## config.mk

```make
export PLATFORM = sky130hd
export DESIGN_NAME = instruction_fetch_flat
export DESIGN_NICKNAME = d
export VERILOG_FILES = /design/src/rtl/instruction_fetch_pkg.sv /design/src/rtl/instruction_fetch_if.sv /design/src/rtl/instruction_fetch_if_id_reg.sv /design/src/rtl/instruction_fetch.sv /design/src/flat_wrapper.sv
export SDC_FILE = /design/constraint.sdc
export NUM_CORES = 1
export LEC_CHECK = 0
export CORE_MARGIN = 5
export CORE_UTILIZATION = 40
export DETAILED_ROUTE_END_ITERATION = 8
export PLACE_DENSITY = 0.74
export SETUP_SLACK_MARGIN = 0.2
export SLEW_MARGIN = 20
export SYNTH_ARGS = -nofsm -noshare
export SYNTH_HDL_FRONTEND = slang
export SYNTH_SLANG_ARGS = --single-unit
```

## constraint.sdc

```tcl
create_clock -name clk_i -period 2.55 [get_ports clk_i]
set_input_delay 0.51 -clock clk_i [delete_from_list [all_inputs] [get_ports clk_i]]
set_output_delay 0.51 -clock clk_i [all_outputs]
set_load 0.02 [all_outputs]
```

## src/rtl/instruction_fetch_pkg.sv

```systemverilog
// instruction_fetch_pkg
// Shared types and constants for the instruction fetch slice.
//   fetch_state_e     : fetch FSM state encoding (RUN / DRAIN / HALTED)
//   *_DEF             : default parameter values for instruction_fetch
//   BUBBLE_IR/_VALID  : encoding of an empty IF/ID slot
//   jump_target()     : J-type target formation from PC+4 and the 26-bit index
package instruction_fetch_pkg;

  typedef enum logic [1:0] {
    ST_RUN    = 2'd0,
    ST_DRAIN  = 2'd1,
    ST_HALTED = 2'd2
  } fetch_state_e;

  localparam logic [31:0] RESET_PC_DEF     = 32'h0000_0000;
  localparam logic [31:0] HALT_WORD_DEF    = 32'hFFFF_FFFF;
  localparam int unsigned DRAIN_CYCLES_DEF = 4;

  localparam logic [31:0] BUBBLE_IR    = 32'h0000_0000;
  localparam logic        BUBBLE_VALID = 1'b0;

  // Upper nibble comes from the PC+4 of the jump itself, not the current PC.
  function automatic logic [31:0] jump_target(input logic [31:0] pc4,
                                               input logic [25:0] index);
    return {pc4[31:28], index, 2'b00};
  endfunction

endpackage

```

## src/rtl/instruction_fetch_if.sv

```systemverilog
// instruction_fetch_if
// Groups the fetch unit's memory, hazard, redirect and IF/ID signals.
//   slave  : the fetch unit (drives pc_address, IF/ID outputs, halted)
//   master : the surrounding pipeline / memory (drives ir, stall, redirects)
interface instruction_fetch_if;
  import instruction_fetch_pkg::*;

  logic [31:0] pc_address;
  logic [31:0] ir;
  logic        stall;
  logic        branch_taken;
  logic [31:0] branch_target;
  logic        jump;
  logic [25:0] jump_index;
  logic [31:0] if_id_ir;
  logic [31:0] if_id_pc4;
  logic        if_id_valid;
  logic        halted;

  modport slave (
    input  ir, stall, branch_taken, branch_target, jump, jump_index,
    output pc_address, if_id_ir, if_id_pc4, if_id_valid, halted
  );

  modport master (
    output ir, stall, branch_taken, branch_target, jump, jump_index,
    input  pc_address, if_id_ir, if_id_pc4, if_id_valid, halted
  );

endinterface

```

## src/rtl/instruction_fetch_if_id_reg.sv

```systemverilog
// if_id_reg
// IF/ID pipeline register.
//   clk_i, rst_i : clock, synchronous active-high reset (clears to bubble)
//   load_i       : capture ir_i / pc4_i as a valid instruction
//   flush_i      : insert a bubble (wins over load_i)
//   neither      : hold
//   ir_o, pc4_o, valid_o : registered instruction, its PC+4, valid flag
module if_id_reg
  import instruction_fetch_pkg::*;
(
  input  logic        clk_i,
  input  logic        rst_i,
  input  logic        load_i,
  input  logic        flush_i,
  input  logic [31:0] ir_i,
  input  logic [31:0] pc4_i,
  output logic [31:0] ir_o,
  output logic [31:0] pc4_o,
  output logic        valid_o
);

  logic [31:0] ir_q;
  logic [31:0] pc4_q;
  logic        valid_q;

  // A bubble only clears ir/valid; pc4 keeps its last value.
  always_ff @(posedge clk_i) begin
    if (rst_i) begin
      ir_q    <= '0;
      pc4_q   <= '0;
      valid_q <= 1'b0;
    end else if (flush_i) begin
      ir_q    <= BUBBLE_IR;
      valid_q <= BUBBLE_VALID;
    end else if (load_i) begin
      ir_q    <= ir_i;
      pc4_q   <= pc4_i;
      valid_q <= 1'b1;
    end
  end

  assign ir_o    = ir_q;
  assign pc4_o   = pc4_q;
  assign valid_o = valid_q;

endmodule

```

## src/rtl/instruction_fetch.sv

```systemverilog
// instruction_fetch
// PC register, next-PC selection and halt/drain state machine.
//   clk_i, rst_i : clock, synchronous active-high reset
//   bus (slave)  : pc_address out, ir in, stall/branch/jump in,
//                  IF/ID outputs, halted out
// Parameters: RESET_PC, HALT_WORD, DRAIN_CYCLES (>= 1).
//
// state     | meaning
// ----------+------------------------------------------------------
// ST_RUN    | normal fetch; redirects, stalls, halt-word detection
// ST_DRAIN  | halt seen; PC held, bubbles issued while counter runs
// ST_HALTED | terminal until reset; everything frozen, halted = 1
module instruction_fetch
  import instruction_fetch_pkg::*;
#(
  parameter logic [31:0] RESET_PC     = RESET_PC_DEF,
  parameter logic [31:0] HALT_WORD    = HALT_WORD_DEF,
  parameter int unsigned DRAIN_CYCLES = DRAIN_CYCLES_DEF
) (
  input  logic               clk_i,
  input  logic               rst_i,
  instruction_fetch_if.slave bus
);

  localparam int CNT_W = (DRAIN_CYCLES > 1) ? $clog2(DRAIN_CYCLES) : 1;
  localparam logic [CNT_W-1:0] CNT_LOAD = CNT_W'(DRAIN_CYCLES - 1);

  fetch_state_e     state_q, state_d;
  logic [31:0]      pc_q, pc_d;
  logic [CNT_W-1:0] cnt_q, cnt_d;
  logic             halted_q, halted_d;

  logic             load, flush;
  logic             redirect;
  logic [31:0]      redirect_pc;
  logic [31:0]      pc_plus4;
  logic [31:0]      if_ir, if_pc4;
  logic             if_valid;

  assign pc_plus4 = pc_q + 32'd4;
  assign redirect = bus.branch_taken | bus.jump;
  // Branch beats jump; branch target is forced word-aligned.
  assign redirect_pc = bus.branch_taken ? {bus.branch_target[31:2], 2'b00}
                                        : jump_target(if_pc4, bus.jump_index);

  always_comb begin
    state_d = state_q;
    pc_d    = pc_q;
    cnt_d   = cnt_q;
    load    = 1'b0;
    flush   = 1'b0;
    case (state_q)
      ST_RUN: begin
        if (redirect) begin
          pc_d  = redirect_pc;
          flush = 1'b1;
        end else if (bus.stall) begin
          // hold PC and IF/ID
        end else if (bus.ir == HALT_WORD) begin
          flush   = 1'b1;
          state_d = ST_DRAIN;
          cnt_d   = CNT_LOAD;
        end else begin
          pc_d = pc_plus4;
          load = 1'b1;
        end
      end
      ST_DRAIN: begin
        flush = 1'b1;
        if (redirect) begin
          // halt was fetched down a wrong path
          pc_d    = redirect_pc;
          state_d = ST_RUN;
          cnt_d   = '0;
        end else if (cnt_q == '0) begin
          state_d = ST_HALTED;
        end else begin
          cnt_d = cnt_q - 1'b1;
        end
      end
      ST_HALTED: begin
        // frozen until reset
      end
      default: begin
        state_d = ST_RUN;
      end
    endcase
    halted_d = (state_d == ST_HALTED);
  end

  always_ff @(posedge clk_i) begin
    if (rst_i) begin
      state_q  <= ST_RUN;
      pc_q     <= RESET_PC;
      cnt_q    <= '0;
      halted_q <= 1'b0;
    end else begin
      state_q  <= state_d;
      pc_q     <= pc_d;
      cnt_q    <= cnt_d;
      halted_q <= halted_d;
    end
  end

  if_id_reg u_if_id_reg (
    .clk_i   (clk_i),
    .rst_i   (rst_i),
    .load_i  (load),
    .flush_i (flush),
    .ir_i    (bus.ir),
    .pc4_i   (pc_plus4),
    .ir_o    (if_ir),
    .pc4_o   (if_pc4),
    .valid_o (if_valid)
  );

  assign bus.pc_address  = pc_q;
  assign bus.if_id_ir    = if_ir;
  assign bus.if_id_pc4   = if_pc4;
  assign bus.if_id_valid = if_valid;
  assign bus.halted      = halted_q;

endmodule

```

## src/flat_wrapper.sv

```systemverilog
// flat-port wrapper written by rule: the top's interface ports become plain ports
module instruction_fetch_flat import instruction_fetch_pkg::*;
#(
  parameter logic [31:0] RESET_PC     = RESET_PC_DEF,
  parameter logic [31:0] HALT_WORD    = HALT_WORD_DEF,
  parameter int unsigned DRAIN_CYCLES = DRAIN_CYCLES_DEF
)
  (clk_i, rst_i, bus_ir, bus_stall, bus_branch_taken, bus_branch_target, bus_jump, bus_jump_index, bus_pc_address, bus_if_id_ir, bus_if_id_pc4, bus_if_id_valid, bus_halted);
  instruction_fetch_if bus_i ();
  input  logic clk_i;
  input  logic rst_i;
  input wire logic [$bits(bus_i.ir)-1:0] bus_ir;
  input wire logic [$bits(bus_i.stall)-1:0] bus_stall;
  input wire logic [$bits(bus_i.branch_taken)-1:0] bus_branch_taken;
  input wire logic [$bits(bus_i.branch_target)-1:0] bus_branch_target;
  input wire logic [$bits(bus_i.jump)-1:0] bus_jump;
  input wire logic [$bits(bus_i.jump_index)-1:0] bus_jump_index;
  output wire logic [$bits(bus_i.pc_address)-1:0] bus_pc_address;
  output wire logic [$bits(bus_i.if_id_ir)-1:0] bus_if_id_ir;
  output wire logic [$bits(bus_i.if_id_pc4)-1:0] bus_if_id_pc4;
  output wire logic [$bits(bus_i.if_id_valid)-1:0] bus_if_id_valid;
  output wire logic [$bits(bus_i.halted)-1:0] bus_halted;
  assign bus_i.ir = bus_ir;
  assign bus_i.stall = bus_stall;
  assign bus_i.branch_taken = bus_branch_taken;
  assign bus_i.branch_target = bus_branch_target;
  assign bus_i.jump = bus_jump;
  assign bus_i.jump_index = bus_jump_index;
  assign bus_pc_address = bus_i.pc_address;
  assign bus_if_id_ir = bus_i.if_id_ir;
  assign bus_if_id_pc4 = bus_i.if_id_pc4;
  assign bus_if_id_valid = bus_i.if_id_valid;
  assign bus_halted = bus_i.halted;
  instruction_fetch #(.RESET_PC(RESET_PC), .HALT_WORD(HALT_WORD), .DRAIN_CYCLES(DRAIN_CYCLES)) u_core (.clk_i(clk_i), .rst_i(rst_i), .bus(bus_i));
endmodule
```

Word level (Yosys, flattened, before mapping)
Cells that the tools add are included.
Widths: inputs -> output; s select.

operators by class
  add/subtract/negate cells = 2
  multipliers = 0
  divide/modulo/power cells = 0
  order comparisons = 0
  eq/ne operators = 11
  shift operators = 0
  multiplexer cells = 26
  bitwise operators = 2
  reduce and logical (&&, ||, !) cells = 7

operators by type and width
  kind                   count
  $mux 32                5
  $pmux 32 s2            1
  $add 32x3->32 const B  1
  $eq 32x32->1 const B   1
  $mux 2                 10
  $ne 3x2->1 const B     3
  $mux 1                 7
  $pmux 2 s3             1
  $reduce_and 5->1       1
  $eq 2x2->1 const B     2
  $logic_not 2->1        2
  $ne 2x1->1 const B     2
  $ne 2x2->1 const B     2
  $pmux 2 s2             1
  $reduce_and 4->1       1
  $eq 2x1->1 const B     1
  $pmux 1 s2             1
  $reduce_and 2->1       1
  $reduce_bool 2->1      1
  $reduce_or 2->1        1
  $sub 2x1->2 const B    1
  $not 1->1              1
  $or 1x1->1             1

word-level totals
  flip-flop bits (word level) = 102
  bits in latches = 0
  memory bits (writable) = 0
  memory bits (read-only) = 0
  bits of input ports = 95
  output and inout port bits = 98
  word-level logic and storage cells = 55
  memories kept = 0

Logic depth before layout (Yosys ltp)
Gate-level depths: netlist (run 1).

  word-level depth = 7
  mapped depth = 8
  gate-level depth less buffers = 7

Modules after synthesis
From an unflattened synthesis (run 1), not the netlist that was laid out.

unflattened totals
  cells, all modules = 648
  area, all modules = 5870.6 sq um

modules (own cells, without submodules)
  module             times used  cells an instance  area each (sq um)  seq. area each (sq um)
  instruction_fetch  1           395                3186.8             700.7
  if_id_reg          1           253                2683.8             1301.2

Worst setup path after synthesis (run 1)
No wires, ideal clock.

  kind = reg-to-reg
  start point = register u_core.pc_q[2] (netlist: u_core.bus.pc_address[2])
  end point = register u_core.u_if_id_reg.pc4_q[28] (netlist: u_core.u_if_id_reg.pc4_o[28])
  setup time = 0.086 ns
  arrival time = 2.271 ns
  data required time = 2.464 ns
  slack = 0.193 ns
  stages on the path, launching flop included = 7
  buffers on the path = 0
  clock period less this slack = 2.357 ns
  path through = dfxtp_1 ha_1 nand3_2 nor4_4 or4b_1 xor2_1 a211oi_1

on the way
  longest elaborated chain between the ends = 1

RTL lines
  item                      RTL line                           source
  start: declaration        instruction_fetch.sv:29            logic [31:0] pc_q, pc_d;
  start signal: assignment  instruction_fetch.sv:99            pc_q <= pc_d;
  $add 32x3->32             instruction_fetch.sv:40            assign pc_plus4 = pc_q + 32'd4;
  end signal: assignment    instruction_fetch_if_id_reg.sv:37  pc4_q <= pc4_i;
  end: declaration          instruction_fetch_if_id_reg.sv:23  logic [31:0] pc4_q;

No other way between the ends.
A chain may end at the register's enable or synchronous reset.

Worst setup path in the final report (run 1)
  start point = input port bus_ir[20]
  end point = register u_core.cnt_q[0]

on the way
  longest elaborated chain between the ends = 3

RTL lines
  item                               RTL line                  source
  start: declaration                 flat_wrapper.sv:12        input wire logic [$bits(bus_i.ir)-1:0] bus_ir;
  $eq 32x32->1                       instruction_fetch.sv:59   end else if (bus.ir == HALT_WORD) begin
  $ne 2x1->1 (no source line)        --
  $reduce_and 5->1 (no source line)  --
  end signal: assignment             instruction_fetch.sv:100  cnt_q <= cnt_d;
  end: declaration                   instruction_fetch.sv:30   logic [CNT_W-1:0] cnt_q, cnt_d;

No other way between the ends.

==> results of run 1 <==
==> cell usage in the layout (no fill, tap or decap), types with 11 or more instances in the layout <==
cell             instances
dlygate4sd2_1           11
nand4_1                 15
nor2_1                  65
nand2_1                115
mux2i_1                 29
buf_4                   32
nor3_1                  13
a211oi_1                22
clkbuf_16               12
dfxtp_1                 97
dlymetal6s2s_1          20
o21ai_0                 33
nand3_1                 18
xnor2_1                 19
a21oi_1                 77
clkdlybuf4s50_1        153
==> state kept, by name, indices dropped and copies added, names as in the netlist <==
register,flops
u_core.u_if_id_reg.pc4_o,30
u_core.u_if_id_reg.ir_o,32
u_core.cnt_q,2
u_core.state_q,2
u_core.u_if_id_reg.valid_o,1
u_core.bus.halted,1
u_core.bus.pc_address,30
==> cell type report <==
cell class	instances	share of cell area
sequential	98	0.254
clock buffer	14	0.0329
timing repair buffer	229	0.305
antenna	1	0.000324
multi-input combinational	490	0.369
inverter	8	0.00388
tap	168	0.0272
clock inverter	2	0.00777
==> stage by stage <==
| step | TNS [ns] | instance area [µm²] | hold WS, ns |
|---|---|---|---|
| after CTS | 0 | 7540 | 0.455 |
| after detailed placement | -18.65 | 7210 | 0.446 |
| after global routing | 0 | 7730 | 0.455 |
| final | 0 | 7730 | 0.436 |
| after floorplan | 0 | 5000 | 0.467 |
| after global placement | -15.98 | 7210 | 0.443 |
==> Yosys cell counts (3+ instances only) <==
cell      count  area share
nor3b_1       3      0.0045
mux2i_1      29       0.058
a211oi_1     22       0.033
dfxtp_1      98        0.39
and4_1        3      0.0053
xor2_1       10       0.018
xnor2_1      19       0.033
buf_2        11       0.011
buf_4         4      0.0060
nand2_1     116       0.087
o21ai_0      34       0.034
and3_1        4      0.0050
a31oi_1       5      0.0063
clkbuf_1     33       0.025
nand4_1      15       0.019
inv_1         8      0.0060
a21oi_1      78       0.078
o211ai_1      7       0.011
nor2_1       66       0.050
nor4_4        3       0.013
or4_1         3      0.0045
buf_1         4      0.0030
nand3_1      18       0.018
nor4_1        5      0.0063
nand2b_1      4      0.0050
nor3_1       14       0.014
o32ai_1       3      0.0053
==> per-layer routing <==
layer  part of all wire  GRT usage  wire length, µm  vias to the layer above
met5                  0          0                0                        -
met4              0.027     0.0791              450                        0
met3              0.075     0.0497             1280                       29
met2               0.49      0.356             8230                      238
met1               0.41      0.276             7000                     2553
li1                   -          -                -                     2645
==> cell families (layout without fill, tap and decap cells) <==
group                      count (synthesis)  count (layout)  synth area share
AOI/OAI and AO/OA                        160             160             0.187
adders and majority gates                  2               2           0.00501
xor gates and xnor gates                  29              29            0.0509
and+or+nand+nor                          265             265             0.252
other                                      1               5          0.000751
buffers and inverters                     60             253            0.0509
DFF                                       98              98             0.393
muxes                                     30              30            0.0604
==> tightest hold or removal path, delay by kind of cell <==
kind                   cells  cell delay (ns)
buffers and inverters      1             0.13
AO/OA/AOI/OAI              1             0.05
AND/OR/NAND/NOR            1             0.05
==> timing repair <==
| action | in CTS | in global routing |
|---|---|---|
| gates resized for setup | 16 | 30 |
| pin swaps | 8 | 11 |
| setup endpoints to repair | 76 | 92 |
| buffers inserted | 1 | 3 |
| cloned | 0 | 3 |
==> worst max-delay path by stage <==
stage,from,endpoint,slack [ns],cells after the start
6_report,bus_ir[20],u_core.cnt_q[0]$_SDFFE_PP0P_,0.22,6
5_1_grt,bus_ir[20],u_core.cnt_q[0]$_SDFFE_PP0P_,0.19,6
4_1_cts,bus_ir[30],u_core.cnt_q[1]$_SDFFE_PP0P_,0.20,6
3_5_place_dp,bus_ir[30],u_core.cnt_q[1]$_SDFFE_PP0P_,-0.30,6
3_3_place_gp,bus_ir[30],u_core.u_if_id_reg.pc4_o[2]$_SDFFE_PP0P_,-0.26,9
2_1_floorplan,u_core.bus.pc_address[2]$_SDFFE_PP0P_,u_core.u_if_id_reg.pc4_o[28]$_SDFFE_PP0P_,0.27,6
==> power groups by stage <==
stage	sequential, W	clock (W)	combinational (W)
after floorplan	0.00176	0	0.000288
after detailed placement	0.00170	0	0.000744
after global routing	0.00168	0.00155	0.000812
final	0.00167	0.00147	0.000753
after CTS	0.00167	0.00150	0.000743
after global placement	0.00170	0	0.000732
==> reports/results.tsv, run 1 <==
metric	value	unit
status	completed	
Synth Flop Type	dfxtp_1	
switch share	0.265	
# fillers	1072	
area grow syn2layout	54.8	%
HP Class	primary input to flop	
Clock Pin Slew Worst Setup and Hold Paths	0.07	ns
DRC	0	
grt total ovfl	0	
Post-Syn Area	0.00499	mm²
total track usage	0.216	
GP Congestion	0.906	
cell mode on critical path	or3_4	
DR vias	5465	
clk sink count	98	
Post-Syn Instances	645	
hold path start	bus_ir[5]	
Max Fclk	0.429	GHz
IO Port Bufs	186	
flop2flop setup slack	0.31	ns
Final Setup Violations	0	
count of different cell masters after synthesis	47	
Vert. Die Dim	122	µm
CP max FO	3	
WS Path Type	primary input to flop	
Int Pwr	0.00287	W
Post-Layout Cell Count	1010	
syn avg cell area	7.74	µm²
Tmin final	2.33	ns
Clk pwr share	0.378	
EDFF count, synth	0	
vias in the first global route	5123	
largest net degree at the start of global routing	65	
Switch Pwr	0.00103	W
Starting Density	0.412	
CTS Root Cell	clkbuf_16	
Worst R2R Start	u_core.bus.pc_address[11]$_SDFFE_PP0P_	
number of placed instances, taps included	986	
RSZ-0062 raised after global routing	no	
DR WL/cell	16.8	µm
RR Endpoint	u_core.u_if_id_reg.pc4_o[31]$_SDFFE_PP0P_	
warnings from Yosys	0	
CTS tree	done	
Peak VDD IR	0.301	mV
row count	40	
CTS Buffer Depth	2	
Max stage delay on crit path	0.48	ns
width of the die	122	µm
drt pass-1 iters	5	
routed vias/inst	5.41	
CP required	2.81	ns
CP max-delay cell	clkdlybuf4s50_1	
register area	0.00196	mm²
H-tree Lvls	3	
register area share after synthesis	0.393	
crit end category	flop	
worst hold stages	3	
combinational share of power	0.193	
Core ar.	0.0121	mm²
max-slew violation count	0	
Max-slew headroom	0.516	
Final Power	0.00390	W
Multi-input gate area	0.00286	mm²
sequential power share	0.429	
sum of buffers and inverters on the critical path	1	
TritonCTS Buffers	9	
initial antenna violation count	0	
Synth Register Bits	98	
Reg2Reg Depth	7	
Clock Latency Late Sink	0.36	ns
async set-reset flop share out of synthesis	0	
Final Util	0.638	
post-cts hold buffer count	0	
Power Density	504	mW/mm²
Setup Slack @ Placement	-0.296	ns
DRT iter0 DRCs	436	
first-pass GRT wire length	25.8	mm
startpoint types	primary input	
Worst Skew	0.00997	ns
share of cells above drive strength 1	0.0999	
nets	933	
setup slack after layout	0.221	ns
CP Cell Sequence	clkdlybuf4s50_1 > nand4_1 > or4_4 > or3_4 > or3_4 > a311oi_2	
Leak	2.94	nW
antenna violation net count after detailed routing	0	
die area	0.0148	mm²
Min-Delay Endpoint	u_core.u_if_id_reg.ir_o[5]$_SDFFE_PP0P_	
Ports	193	
Crit path max-delay family	simple AND/OR/NAND/NOR gates	
Total Wirelength	17.0	mm
Max-Cap Viols	0	
hpwl dp	12.1	mm
worst-margin pin slew	0.726	ns
Hold Fails Final Rpt	0	
WP data arrival	2.59	ns
crit share post-route	0.913	
Power figures use the tool's default switching activity.
==> run 2, diff against run 1 <==
--- a/config.mk
+++ b/config.mk
@@ -8,9 +8,10 @@
 export CORE_MARGIN = 5
 export CORE_UTILIZATION = 40
 export DETAILED_ROUTE_END_ITERATION = 8
-export PLACE_DENSITY = 0.74
+export PLACE_DENSITY = 0.71
 export SETUP_SLACK_MARGIN = 0.2
 export SLEW_MARGIN = 20
 export SYNTH_ARGS = -nofsm -noshare
 export SYNTH_HDL_FRONTEND = slang
+export SYNTH_HIERARCHICAL = 1
 export SYNTH_SLANG_ARGS = --single-unit
==> constraint.sdc (replaced) <==
create_clock -name clk_i -period 2.7 [get_ports clk_i]
set_input_delay 0.54 -clock clk_i [delete_from_list [all_inputs] [get_ports clk_i]]
set_output_delay 0.54 -clock clk_i [all_outputs]
set_load 0.02 [all_outputs]
==> run 2 against run 1 <==
Synthesized cell count up 0.47%. Die area increased by 16%. Hold slack better by 0.028 ns. First-iteration DRC count up 26%. Total power decreased by 7.4%. Clock power down 12%. Combinational power down 3.6%. Via count grew 4.2%. Critical path type unchanged. Largest cell class unchanged.
==> reports/results.tsv, run 2 <==
metric	value	unit
initial antenna violation count	0	
most frequent cells in the layout	186 x clkdlybuf4s50_1, 100 x dfxtp_1, 52 x nor2_1, 52 x mux2i_1, 50 x nand2_1	
Max Fclk	0.421	GHz
Worst Skew	0.0109	ns
Vert. Die Dim	131	µm
die area	0.0172	mm²
Tmin final	2.38	ns
total track usage	0.203	
sequential power share	0.441	
Synth Flop Type	dfxtp_1	
warnings from Yosys	6	
CTS Root Cell	clkbuf_16	
CTS Buffer Depth	2	
status	completed	
Starting Density	0.405	
row count	44	
Switch Pwr	0.000964	W
HP Class	flop to flop	
register area share after synthesis	0.341	
RSZ-0062 raised after global routing	no	
Post-Syn Instances	648	
CP required	2.97	ns
hpwl dp	13.3	mm
H-tree Lvls	3	
count leader, synth	dfxtp_1	
Synth area leader	dfxtp_1	
startpoint types	primary input	
share of the synthesized area in the top cell type	0.341	
share of cells above drive strength 1	0.105	
count of different cell masters after synthesis	65	
switch share	0.267	
Hold Slack	0.464	ns
Final Util	0.569	
DRT iter0 DRCs	550	
EDFF count, synth	0	
number of placed instances, taps included	995	
Final Setup Violations	0	
Hold Fails Final Rpt	0	
vias in the first global route	5817	
CTS tree	done	
width of the die	131	µm
crit share post-route	0.881	
Leak	2.97	nW
syn avg cell area	9.06	µm²
CP max FO	20	
main area contributors after synthesis	dfxtp_1 34%, mux2i_1 8.9%, nand4bb_1 6.1%	
Ports	193	
worst-margin pin slew	0.656	ns
async set-reset flop share out of synthesis	0	
DR vias	5696	
Post-Layout Cell Count	1016	
Clk pwr share	0.358	
largest net degree at the start of global routing	51	
DR WL/cell	18.1	µm
routed vias/inst	5.61	
TritonCTS Buffers	9	
GP Congestion	0.902	
nets	924	
Post-synth top cells	100 x dfxtp_1, 52 x mux2i_1, 52 x nor2_1	
ANT cells	0	
Core ar.	0.0145	mm²
area grow syn2layout	40.4	%
Max-Cap Viols	0	
WS Path Type	primary input to flop	
DRC	0	
max-slew violation count	0	
grt total ovfl	0	
crit end category	flop	
Clock Latency Late Sink	0.34	ns
# fillers	1267	
Synth Register Bits	100	
Total Wirelength	18.4	mm
antenna violation net count after detailed routing	0	
commonest non-fill, non-tap cell in the layout	clkdlybuf4s50_1	
IO Port Bufs	188	
Max-slew headroom	0.560	
Clock Pin Slew Worst Setup and Hold Paths	0.07	ns
Int Pwr	0.00265	W
WP data arrival	2.64	ns
Peak VDD IR	0.371	mV
Power Density	438	mW/mm²
clk sink count	100	
combinational share of power	0.201	
first-pass GRT wire length	29.7	mm
Post-Syn Area	0.00587	mm²
drt pass-1 iters	5	
-- run 2: cell count changes after synthesis, sizes merged, moves of 6 or more --
cell	before	now
nand2	116	52
a21oi	78	24
nand2b	4	36
nand4bb	0	32
mux2i	29	52
a211oi	24	3
nor2	66	53
o221ai	0	13
o32ai	3	15
a22oi	0	9
buf	19	27
mux2	1	9
o31a	0	8
o211ai	7	1
-- run 2: metal layers --
layer,vias to the layer above,global-route usage,part of all wire
li1,2730,-,-
met1,2690,0.262,0.43
met2,245,0.338,0.48
met3,31,0.0436,0.070
met4,0,0.0652,0.022
met5,-,0,0
-- run 2: worst paths after layout --
path              slack [ns]                                         to                                 startpoint  cells past startpoint
setup / recovery        0.32  u_core/u_if_id_reg/pc4_o[18]$_SDFFE_PP0P_                                  bus_ir[8]                     11
hold / removal          0.46  u_core/u_if_id_reg/pc4_o[13]$_SDFFE_PP0P_  u_core/u_if_id_reg/pc4_o[13]$_SDFFE_PP0P_                      2
setup reg to reg        0.42  u_core/u_if_id_reg/pc4_o[23]$_SDFFE_PP0P_     u_core/bus.pc_address[16]$_SDFFE_PP0P_                      7
hold reg to reg         0.46  u_core/u_if_id_reg/pc4_o[13]$_SDFFE_PP0P_  u_core/u_if_id_reg/pc4_o[13]$_SDFFE_PP0P_                      2
-- run 2: repair_timing --
| item | 4_1_cts | 5_1_grt |
|---|---|---|
| resized for setup | 1 | 5 |
| hold buffers | 0 | 0 |
| setup buffers | 0 | 5 |
| pin swaps | 0 | 4 |
| setup endpoints to repair | 6 | 65 |
-- run 2: per-stage QoR --
step / power [W] / setup TNS [ns] / setup slack [ns] / cell area [µm²]
floorplan: 0.00202 / 0 / 0.379 / 5880
global placement: 0.00233 / -7.64 / -0.150 / 7880
detailed placement: 0.00234 / -5.98 / -0.150 / 7880
CTS: 0.00363 / 0 / 0.206 / 8190
global route: 0.00376 / 0 / 0.229 / 8240
finish: 0.00361 / 0 / 0.323 / 8240
-- run 2: area by class of cell --
cell class              instances  area [µm²]  share of cell area
repair buffers                225        2260               0.274
clock buffers                  13         250              0.0304
inverters                       6        22.5             0.00273
well taps                     184         230              0.0279
flip-flops and latches        100        2000               0.243
multi-input cells             485        3430               0.416
clock inverters                 3        46.3             0.00562
-- run 2: critical path, cell delays in order --
cell	delay, ns
clkdlybuf4s50_1	0.49
nand4_1	0.16
nor4_4	0.35
buf_4	0.17
nand2_1	0.10
o21ai_1	0.13
nor2b_4	0.17
buf_4	0.14
nor2b_2	0.07
buf_12	0.16
o21ai_1	0.15
-- run 2: kinds of logic (layout without fill, tap and decap cells) --
| group | Yosys count | count (layout) | share of synthesized area |
|---|---|---|---|
| DFF | 100 | 100 | 0.341 |
| muxes | 61 | 61 | 0.106 |
| AOI/OAI and AO/OA | 127 | 127 | 0.153 |
| and+or+nand+nor | 265 | 265 | 0.274 |
| adders and majority gates | 2 | 2 | 0.00426 |
| buffers and inverters | 66 | 247 | 0.0818 |
| xor gates and xnor gates | 26 | 26 | 0.0388 |
| other | 1 | 4 | 0.000639 |
-- run 2: power groups by stage --
stage	clock [W]	combinational, W	sequential, W
global route	0.00138	0.000773	0.00160
floorplan	0	0.000356	0.00166
detailed placement	0	0.000717	0.00163
global placement	0	0.000706	0.00162
CTS	0.00131	0.000724	0.00159
finish	0.00129	0.000726	0.00159
